[src/rtl/ram_behavior.sv]
`default_nettype none
// +--------------------------------------------------------------------------+
// | Module   : ram_behavior                                                  |
// | Summary  : Simple dual-port RAM, 2^AW x DW, one write and one registered |
// |            read port on a single clock. RAM_WRITE_BYPASS_EN selects      |
// |            write-first on same-address collisions (default read-first).  |
// | Revision : 1.0  initial release                                          |
// +--------------------------------------------------------------------------+
module ram_behavior #(
  parameter int AW = 5,
  parameter int DW = 8
) (
  input  logic          clk,
  input  logic          rst_n,
  input  logic          w_en,
  input  logic [AW-1:0] w_addr,
  input  logic [DW-1:0] w_data,
  input  logic          r_en,
  input  logic [AW-1:0] r_addr,
  output logic [DW-1:0] r_data
);

  localparam int DEPTH = 1 << AW;

  logic [DW-1:0] mem [DEPTH];
  logic [DW-1:0] rd_word;

`ifdef RAM_WRITE_BYPASS_EN
  // Write-first: a same-edge write to the read address forwards its data.
  assign rd_word = (w_en && (w_addr == r_addr)) ? w_data : mem[r_addr];
`else
  assign rd_word = mem[r_addr];
`endif

  always_ff @(posedge clk or negedge rst_n) begin
    if (!rst_n) begin
      for (int i = 0; i < DEPTH; i++) begin
        mem[i[AW-1:0]] <= '0;
      end
      r_data <= '0;
    end else begin
      if (w_en) begin
        mem[w_addr] <= w_data;
      end
      if (r_en) begin
        r_data <= rd_word;
      end
    end
  end

endmodule
`default_nettype wire

[config.mk]
export PLATFORM = sky130hd
export DESIGN_NAME = ram_behavior
export DESIGN_NICKNAME = d
export VERILOG_FILES = /design/src/rtl/ram_behavior.sv
export SDC_FILE = /design/constraint.sdc
export NUM_CORES = 1
export LEC_CHECK = 0
export CORE_UTILIZATION = 45
export CTS_BUF_LIST = sky130_fd_sc_hd__clkbuf_4
export DETAILED_ROUTE_END_ITERATION = 8
export GPL_TIMING_DRIVEN = 0
export PLACE_DENSITY_LB_ADDON = 0.2
export SYNTH_ARGS = -nofsm -noshare
export SYNTH_HDL_FRONTEND = slang
export SYNTH_SLANG_ARGS = --single-unit
export TNS_END_PERCENT = 30
[constraint.sdc]
create_clock -name clk -period 1.15 [get_ports clk]
set_input_delay 0.1725 -clock clk [delete_from_list [all_inputs] [get_ports clk]]
set_output_delay 0.1725 -clock clk [all_outputs]
set_load 0.02 [all_outputs]
==> metrics.txt, run 1 <==
CTS tree yes; Peak Freq 671 MHz; min Tclk post-route 1.49 ns; Final Hold Vio Count 2; Worst EP arrival 2.10 ns; Yosys cell types 29; Period Utilization, post-route 130%; fillers 2310; Die ar. 27900 µm²; Setup crit end r_data[7]; pre-CTS setup slack -1.63 ns; Worst Path Max Fanout 2; Slew @ Worst Pin 0.854 ns; vias per cell 5.71; syn_nets 904; unrepaired setup endpoints after global routing true; cell chain of the critical path mux2i_1 > a22oi_1 > a21oi_2 > nor4_4 > mux2_4; status finished with violations; slowest library cell on the worst path nor4_4; CP Capture Type flop; Port Buffers 23; per-cell routed wire length 23.8 µm; placed insts 1248; post-route cell area 14500 µm²; First-pass DRT Iterations 4; worst flop-to-flop path startpoint mem[87]; GR Util met3 4.94%; CTS Sinks 264; HPWL after detailed placement 22100 µm; FF-to-FF End r_data[7]; Worst Skew 0.0241 ns; initial antenna violation count 1; hold slack -0.00727 ns; Die Span X 167 µm; worst vdd ir 0.600 mV; critical path startpoint category flop; antenna viol nets, final 0; Die H 167 µm; Lkg Pwr 6.75 nW; Placed Area 13000 µm²; CTS Buffer Depth 3; 1st-iter DRT viols 607; Core Footprint 26800 µm²; Total Power 25.2 mW; vias in the first global route 8106; Total GRT Usage 24.6%; Detailed Route WL 32900 µm; sequential standard cell area 6610 µm²; sequential share of the synthesized area 53.9%; Syn Area/Cell 13.9 µm²; most used routing layer in global routing met2; register bit count reported by yosys 264; area of the multi-input gates 5740 µm²; CP required 1.76 ns; worst min path class in2async; Yosys warning total 0; H-Tree Level Count 3; Via Count 7887; M1 GR Usage 35.4%; Nets 1004; GPL Wtd Cong 0.828; num rows 60; clock latency on the worst-skew pair 0.69 ns; Max Cap Violations 0; largest net degree at the start of global routing 111; failing checks negative hold slack, negative setup slack; TritonCTS Buffers 75; synth-to-layout area growth 18.3%; # setup viols final 31; Slew Viols, Final 0; top-level I/O count 30; Syn Inst Count 882; synthesized area 12300 µm²; global route overflow 0; worst reg2reg path depth 5; met2 usage 36.9%; critical path class reg2reg; Worst Setup SP mem[87]; Final Util 54.1%; Final WS setup -0.340 ns; Final Non-Filler Cells 1381; Max-slew headroom 43.1%; share of cells above drive strength 1 35.4%; Root Buffer clkbuf_4; r2r setup slk -0.34 ns; CP peak stage delay 0.38 ns; first-pass GRT wire length 50500 µm; Clk pin slew, worst setup/hold paths 0.06 ns; Initial Util 45.7%; DR DRC count 0; Cell Pwr Density 1740 nW/µm²
[through the flow]
step,TNS (ns),hold slack (ns)
floorplan,-49.53,-0.123
global placement,-3356.57,0.467
detailed placement,-279.25,0.165
CTS,-4.40,0.0289
global route,-5.61,0.0207
finish,-4.13,-0.00727
[synth_stat cells (all sizes together)]
cell / count / area share, %
a21oi: 32 / 1.3
a22oi: 64 / 3.9
and2: 1 / 0.051
and3: 1 / 0.051
and3b: 1 / 0.071
buf: 29 / 1.6
clkbuf: 36 / 1.1
dfrtp: 264 / 54
mux2: 264 / 24
mux2i: 128 / 10
nand2: 18 / 0.55
nand2b: 2 / 0.10
nand3: 2 / 0.082
nand3b: 4 / 0.25
nor2: 18 / 1.2
nor2b: 2 / 0.10
nor3: 1 / 0.082
nor3b: 4 / 0.37
nor4: 8 / 0.41
or2: 2 / 0.10
or3b: 1 / 0.071
[flip-flops by register name, indices dropped and copies added, names as in the netlist]
register  cells
mem         256
r_data        8
[worst min path at each step]
stage / end / slack (ns)
CTS: mem[66] / 0.03
global route: mem[66] / 0.02
global placement: mem[80] / 0.47
floorplan: mem[0] / -0.12
finish: mem[66] / -0.007
detailed placement: mem[66] / 0.17
[cells in the final DEF, fill, tap and decap left out, types with 3 or more instances in the layout]
cell,n
a22oi_1,36
a21oi_2,13
dfrtp_1,264
clkdlybuf4s50_1,10
nand3b_1,4
clkbuf_4,129
nor4_4,5
nand2_2,11
mux2i_1,126
a22oi_2,28
buf_2,4
nor2_2,4
buf_4,15
nor3b_2,3
buf_6,17
clkbuf_1,26
mux2_2,94
a21oi_1,15
a21oi_4,4
mux2_4,6
nand2_1,7
mux2_1,164
nor2_4,14
[per-layer routing]
layer,up-vias,wire length [µm]
met5,-,0
met4,0,774
met3,46,1530
met2,198,15000
met1,4122,15600
li1,3521,-
[report_power, final]
part / total [mW] / switching, mW / internal [mW]
sequential: 12.0 / 0.882 / 11.1
clock: 9.07 / 3.94 / 5.13
combinational: 4.19 / 2.06 / 2.12
total: 25.2 / 6.89 / 18.3
[worst max-delay path: cells and delay by family (launching register included)]
family,cells,cell delay (ns)
flip-flops,1,0.35
AND/OR/NAND/NOR,1,0.38
multiplexers,2,0.30
AO/OA/AOI/OAI,2,0.38
[layout make-up]
cell class,count,share of cell area (%)
diodes,1,0.0173
repair buffers,27,2.23
clock buffers,126,6.53
flip-flops and latches,264,45.6
multi-input cells,553,39.6
plain buffers,61,2.68
clock inverters,8,0.432
well taps,341,2.94
[kinds of logic after synthesis]
family	Yosys count	share of synthesized area [%]
simple gates	65	3.49
mux	392	34.7
compound gates	96	5.23
flops	264	53.9
buf+inv	65	2.67
[repair_timing]
action	CTS	global route
endpoints found under the hold margin	174	0
gates resized for setup	139	26
setup endpoints to repair	272	100
pin swaps	20	19
setup buffers	1	0
hold buffers	1	0
Power figures use the tool's default switching activity.
==> inputs of run 2 (changes only) <==
--- a/config.mk
+++ b/config.mk
@@ -5,6 +5,8 @@
 export SDC_FILE = /design/constraint.sdc
 export NUM_CORES = 1
 export LEC_CHECK = 0
+export CELL_PAD_IN_SITES_DETAIL_PLACEMENT = 0
+export CELL_PAD_IN_SITES_GLOBAL_PLACEMENT = 1
 export CORE_UTILIZATION = 45
 export CTS_BUF_LIST = sky130_fd_sc_hd__clkbuf_4
 export DETAILED_ROUTE_END_ITERATION = 8
==> metrics.txt, run 2 (synthesized netlist as in run 1, its figures left out) <==
status finished with violations (unchanged); failing checks negative hold slack, negative setup slack (unchanged); CTS Sinks 264 (unchanged); unrepaired setup endpoints after global routing true (unchanged); First-pass DRT Iterations 5 (was 4); worst min path class in2async (unchanged); 1st-iter DRT viols 490 (was 607); antenna viol nets, final 0 (unchanged); Peak Freq 653 MHz (was 671 MHz); initial antenna violation count 1 (unchanged); Setup TNS -4.08 ns (was -4.13 ns); Slew @ Worst Pin 0.894 ns (was 0.854 ns); Root Buffer clkbuf_4 (unchanged); Die H 167 µm (unchanged); most frequent cells in the layout 264 x dfrtp_1, 164 x mux2_1, 127 x mux2i_1 (was 264 x dfrtp_1, 164 x mux2_1, 129 x clkbuf_4); Lkg Pwr 6.79 nW (was 6.75 nW); # setup viols final 16 (was 31); TritonCTS Buffers 75 (unchanged); DR DRC count 0 (unchanged); Worst Path Max Fanout 2 (unchanged); vias per cell 5.75 (was 5.71); Initial Util 45.7% (unchanged); max FFs per register 256 (unchanged); Detailed Route WL 34000 µm (was 32900 µm); GPL Wtd Cong 0.878 (was 0.828); global route overflow 0 (unchanged); slowest library cell on the worst path nor4_4 (unchanged); synth-to-layout area growth 19.1% (was 18.3%); critical path class reg2reg (unchanged); Total GRT Usage 25.4% (was 24.6%); Max-slew headroom 40.4% (was 43.1%); Final Non-Filler Cells 1385 (was 1381); worst reg2reg path depth 5 (unchanged); Period Utilization, post-route 133% (was 130%); Final Hold Vio Count 154 (was 2); H-Tree Level Count 3 (unchanged); Nets 1016 (was 1004); Slew Viols, Final 0 (unchanged); CTS Buffer Depth 3 (unchanged); Via Count 7961 (was 7887); Die ar. 27900 µm² (unchanged); share of cells above drive strength 1 36.4% (was 35.4%); top-level I/O count 30 (unchanged); num rows 60 (unchanged); placed insts 1248 (unchanged); Final WS setup -0.382 ns (was -0.340 ns); per-cell routed wire length 24.6 µm (was 23.8 µm); CTS tree yes (unchanged); min Tclk post-route 1.53 ns (was 1.49 ns); CP top delay family compound AO/OA/AOI/OAI gates (unchanged); hold slack -0.594 ns (was -0.00727 ns); Core Footprint 26800 µm² (unchanged); Cell Pwr Density 1690 nW/µm² (was 1740 nW/µm²); Die Span X 167 µm (unchanged); CP required 1.75 ns (was 1.76 ns); vias in the first global route 8301 (was 8106); most common cell after layout, fill and taps aside dfrtp_1 (unchanged); Biggest register mem (unchanged); clock latency on the worst-skew pair 0.68 ns (was 0.69 ns); Port Buffers 23 (unchanged); first-pass GRT wire length 51700 µm (was 50500 µm); worst vdd ir 1.18 mV (was 0.600 mV); Crit path buffers/inverters 0 (unchanged); critical path startpoint category flop (unchanged); cell depth of the worst setup path 5 (unchanged); CP Capture Type flop (unchanged); Clk pin slew, worst setup/hold paths 0.06 ns (about the same); Worst EP arrival 2.13 ns (was 2.10 ns); cell chain of the critical path mux2i_1 > a22oi_2 > a21oi_2 > nor4_4 > mux2_4 (was mux2i_1 > a22oi_1 > a21oi_2 > nor4_4 > mux2_4); Top Registers mem (256), r_data (8) (unchanged); CP peak stage delay 0.41 ns (was 0.38 ns); Max Cap Violations 0 (unchanged); HPWL after detailed placement 22800 µm (was 22100 µm); largest net degree at the start of global routing 111 (unchanged); Worst Skew 0.0372 ns (was 0.0241 ns)
==> run 2: changes by cell type in the layout (fill, tap and decap cells not counted), moves of 4 or more <==
cell / change
a22oi_2: +5
a22oi_1: -5
clkinv_1: +9
clkbuf_4: -13
a21oi_1: -5
buf_4: +10
a21oi_2: +4
==> run 2: stage by stage <==
| step | worst slack [ns] | utilization [%] | area, µm² | power, mW |
|---|---|---|---|---|
| after floorplan | -0.289 | - | 12300 | 14.6 |
| after global placement | -11.72 | 48.3 | 12900 | 15.9 |
| after detailed placement | -1.73 | 48.5 | 13000 | 16.0 |
| after CTS | -0.346 | 54.0 | 14500 | 24.8 |
| after global routing | -0.396 | 54.4 | 14600 | 26.0 |
| final | -0.382 | 54.5 | 14600 | 24.6 |
==> run 2: layer usage <==
| layer | track usage [%] | part of all wire [%] | up-vias |
|---|---|---|---|
| met1 | 37.0 | 48 | 4171 |
| met4 | 11.2 | 3.5 | 0 |
| met2 | 37.1 | 44 | 210 |
| met3 | 4.40 | 4.7 | 67 |
| met5 | 0 | 0 | - |
| li1 | - | - | 3513 |
==> run 2: final cells by class <==
type                    count  area (µm²)
fillers                  2296       12200
flip-flops and latches    264        6610
multi-input cells         553        5850
clock buffers             112         841
repair buffers             39         430
well taps                 341         427
plain buffers              61         392
clock inverters            13        48.8
diodes                      2        5.00
==> run 2: worst paths after layout <==
path	slack, ns	startpoint	to
max	-0.38	mem[23]	r_data[7]
min	-0.59	rst_n	mem[85]
max reg2reg	-0.38	mem[23]	r_data[7]
min reg2reg	0.48	mem[94]	mem[94]
max in group asynchronous	0.35	rst_n	mem[245]
min in group clk	0.20	w_addr[0]	mem[204]
==> run 2: power by group <==
part	switching (mW)	internal [mW]	leakage [nW]	total [mW]
clock network	3.88	4.40	0.541	8.28
logic	2.19	2.18	2.88	4.36
registers	0.866	11.1	3.37	12.0
==> run 2: what timing repair did <==
action / 4_1_cts / 5_1_grt
hold endpoints to repair: 154 / 109
buffers inserted: 10 / 4
cloned: 0 / 0
endpoints found under the setup margin: 272 / 158
resized for setup: 172 / 19
pin swaps: 27 / 17
==> inputs of run 3 (changes only) <==
--- a/config.mk
+++ b/config.mk
@@ -10,8 +10,9 @@
 export CORE_UTILIZATION = 45
 export CTS_BUF_LIST = sky130_fd_sc_hd__clkbuf_4
 export DETAILED_ROUTE_END_ITERATION = 8
+export GPL_ROUTABILITY_DRIVEN = 0
 export GPL_TIMING_DRIVEN = 0
-export PLACE_DENSITY_LB_ADDON = 0.2
+export PLACE_DENSITY_LB_ADDON = 0.1
 export SYNTH_ARGS = -nofsm -noshare
 export SYNTH_HDL_FRONTEND = slang
 export SYNTH_SLANG_ARGS = --single-unit
==> metrics.txt, run 3 (synthesized netlist as in run 1, its figures left out) <==
status finished with violations (unchanged); failing checks negative hold slack, negative setup slack (unchanged); Total Power 24.8 mW (was 24.6 mW); Period Utilization, post-route 132% (was 133%); 1st-iter DRT viols 381 (was 490); Detailed Route WL 35600 µm (was 34000 µm); placed insts 1248 (unchanged); Final Util 54.3% (was 54.5%); Worst EP arrival 2.13 ns (about the same); initial antenna violation count 1 (unchanged); Die ar. 27900 µm² (unchanged); Placed Area 13000 µm² (unchanged); slowest library cell on the worst path clkdlybuf4s50_1 (was nor4_4); Worst Path Max Fanout 8 (was 2); H-Tree Level Count 3 (unchanged); TritonCTS Buffers 74 (was 75); Via Count 8029 (was 7961); DR DRC count 0 (unchanged); min Tclk post-route 1.52 ns (was 1.53 ns); worst reg2reg path depth 5 (unchanged); cell chain of the critical path clkdlybuf4s50_1 > nand2b_1 > clkbuf_1 > a21oi_1 > nor4_4 > mux2_4 (was mux2i_1 > a22oi_2 > a21oi_2 > nor4_4 > mux2_4); CTS Sinks 264 (unchanged); CP top delay family buffers and inverters (was compound AO/OA/AOI/OAI gates); vias per cell 5.81 (was 5.75); Worst Skew 0.0353 ns (was 0.0372 ns); Biggest register mem (unchanged); first-pass GRT wire length 53400 µm (was 51700 µm); per-cell routed wire length 25.7 µm (was 24.6 µm); Die H 167 µm (unchanged); Slew @ Worst Pin 0.876 ns (was 0.894 ns); Max Cap Violations 0 (unchanged); clock latency on the worst-skew pair 0.69 ns (was 0.68 ns); Max-slew headroom 41.6% (was 40.4%); worst flop-to-flop path startpoint mem[143] (was mem[23]); synth-to-layout area growth 18.8% (was 19.1%); critical path class in2reg (was reg2reg); Initial Util 45.7% (unchanged); pre-CTS setup slack -1.80 ns (was -1.73 ns); r2r setup slk -0.32 ns (was -0.38 ns); Final Non-Filler Cells 1383 (was 1385); vias in the first global route 8668 (was 8301); antenna viol nets, final 0 (unchanged); worst vdd ir 0.902 mV (was 1.18 mV); Top Registers mem (256), r_data (8) (unchanged); Slew Viols, Final 0 (unchanged); worst min path class in2async (unchanged); CP Capture Type flop (unchanged); max FFs per register 256 (unchanged); CP peak stage delay 0.58 ns (was 0.41 ns); num rows 60 (unchanged); Final WS setup -0.369 ns (was -0.382 ns); Clk pin slew, worst setup/hold paths 0.06 ns (about the same); Total GRT Usage 26.5% (was 25.4%); most common cell after layout, fill and taps aside dfrtp_1 (unchanged); Port Buffers 23 (unchanged); CP required 1.76 ns (was 1.75 ns); Core Footprint 26800 µm² (unchanged); Root Buffer clkbuf_4 (unchanged); Crit path buffers/inverters 2 (was 0); CTS tree yes (unchanged); post-route cell area 14600 µm² (about the same); global route overflow 0 (unchanged); Nets 1015 (was 1016); Lkg Pwr 6.74 nW (was 6.79 nW); top-level I/O count 30 (unchanged); unrepaired setup endpoints after global routing true (unchanged); Final Hold Vio Count 141 (was 154); share of cells above drive strength 1 35.2% (was 36.4%); most frequent cells in the layout 264 x dfrtp_1, 164 x mux2_1, 122 x mux2i_1 (was 264 x dfrtp_1, 164 x mux2_1, 127 x mux2i_1); Die Span X 167 µm (unchanged); HPWL after detailed placement 24000 µm (was 22800 µm); hold slack -0.587 ns (was -0.594 ns); Peak Freq 658 MHz (was 653 MHz); largest net degree at the start of global routing 124 (was 111); critical path startpoint category input port (was flop); First-pass DRT Iterations 4 (was 5); # setup viols final 23 (was 16); Cell Pwr Density 1700 nW/µm² (was 1690 nW/µm²); FF-to-FF End r_data[7] (unchanged); CTS Buffer Depth 3 (unchanged)
-- run 3: cell count changes in the layout (fill, tap and decap cells not counted), sizes merged --
cell / before / now
clkinv: 11 / 14
buf: 54 / 52
bufinv: 0 / 1
diode: 2 / 1
clkdlybuf4s15: 0 / 1
inv: 2 / 0
clkbuf: 146 / 144
-- run 3: power breakdown --
group,total [mW],leakage [nW],internal [mW],switching [mW]
Combinational,4.36,2.83,2.19,2.16
Clock,8.41,0.542,4.52,3.89
Sequential,12.0,3.37,11.1,0.924
-- run 3: layout make-up --
type                            instances  area, µm²
Tap cell                              341        427
Timing Repair Buffer                   38        404
Clock buffer                          109        818
Fill cell                            2202      12200
Multi-Input combinational cell        553       5800
Antenna cell                            1       2.50
Sequential cell                       264       6610
Clock inverter                         15       85.1
Buffer                                 62        409
-- run 3: timing repair --
item / 4_1_cts / 5_1_grt
endpoints found under the setup margin: 272 / 78
gates resized for setup: 159 / 22
setup buffers: 11 / 2
pin swaps: 31 / 20
hold endpoints to repair: 141 / 135
-- run 3: worst max path at each step --
stage                          from        end  slack (ns)  cells past startpoint
after global placement        rst_n   mem[226]      -10.67                      1
after global routing       mem[183]  r_data[7]       -0.36                      5
after detailed placement  r_addr[1]  r_data[2]       -1.80                      8
final                     r_addr[4]  r_data[7]       -0.37                      6
after floorplan           w_addr[4]   mem[135]       -0.29                      4
after CTS                 r_data[4]  r_data[4]       -0.30                      1
-- run 3: layer usage --
| layer | vias to the layer above | track usage (%) | wire, µm |
|---|---|---|---|
| met5 | - | 0 | 0 |
| met4 | 0 | 11.2 | 1190 |
| met3 | 81 | 5.75 | 1900 |
| met2 | 230 | 42.3 | 16700 |
| met1 | 4199 | 34.8 | 15800 |
| li1 | 3519 | - | - |
-- run 3: metrics by stage --
stage          hold WS (ns)  TNS (ns)
5_1_grt              -0.583     -4.93
3_3_place_gp          0.466  -3079.92
6_report             -0.587     -4.21
2_1_floorplan        -0.123    -49.53
3_5_place_dp          0.146   -321.76
4_1_cts              -0.595     -4.28
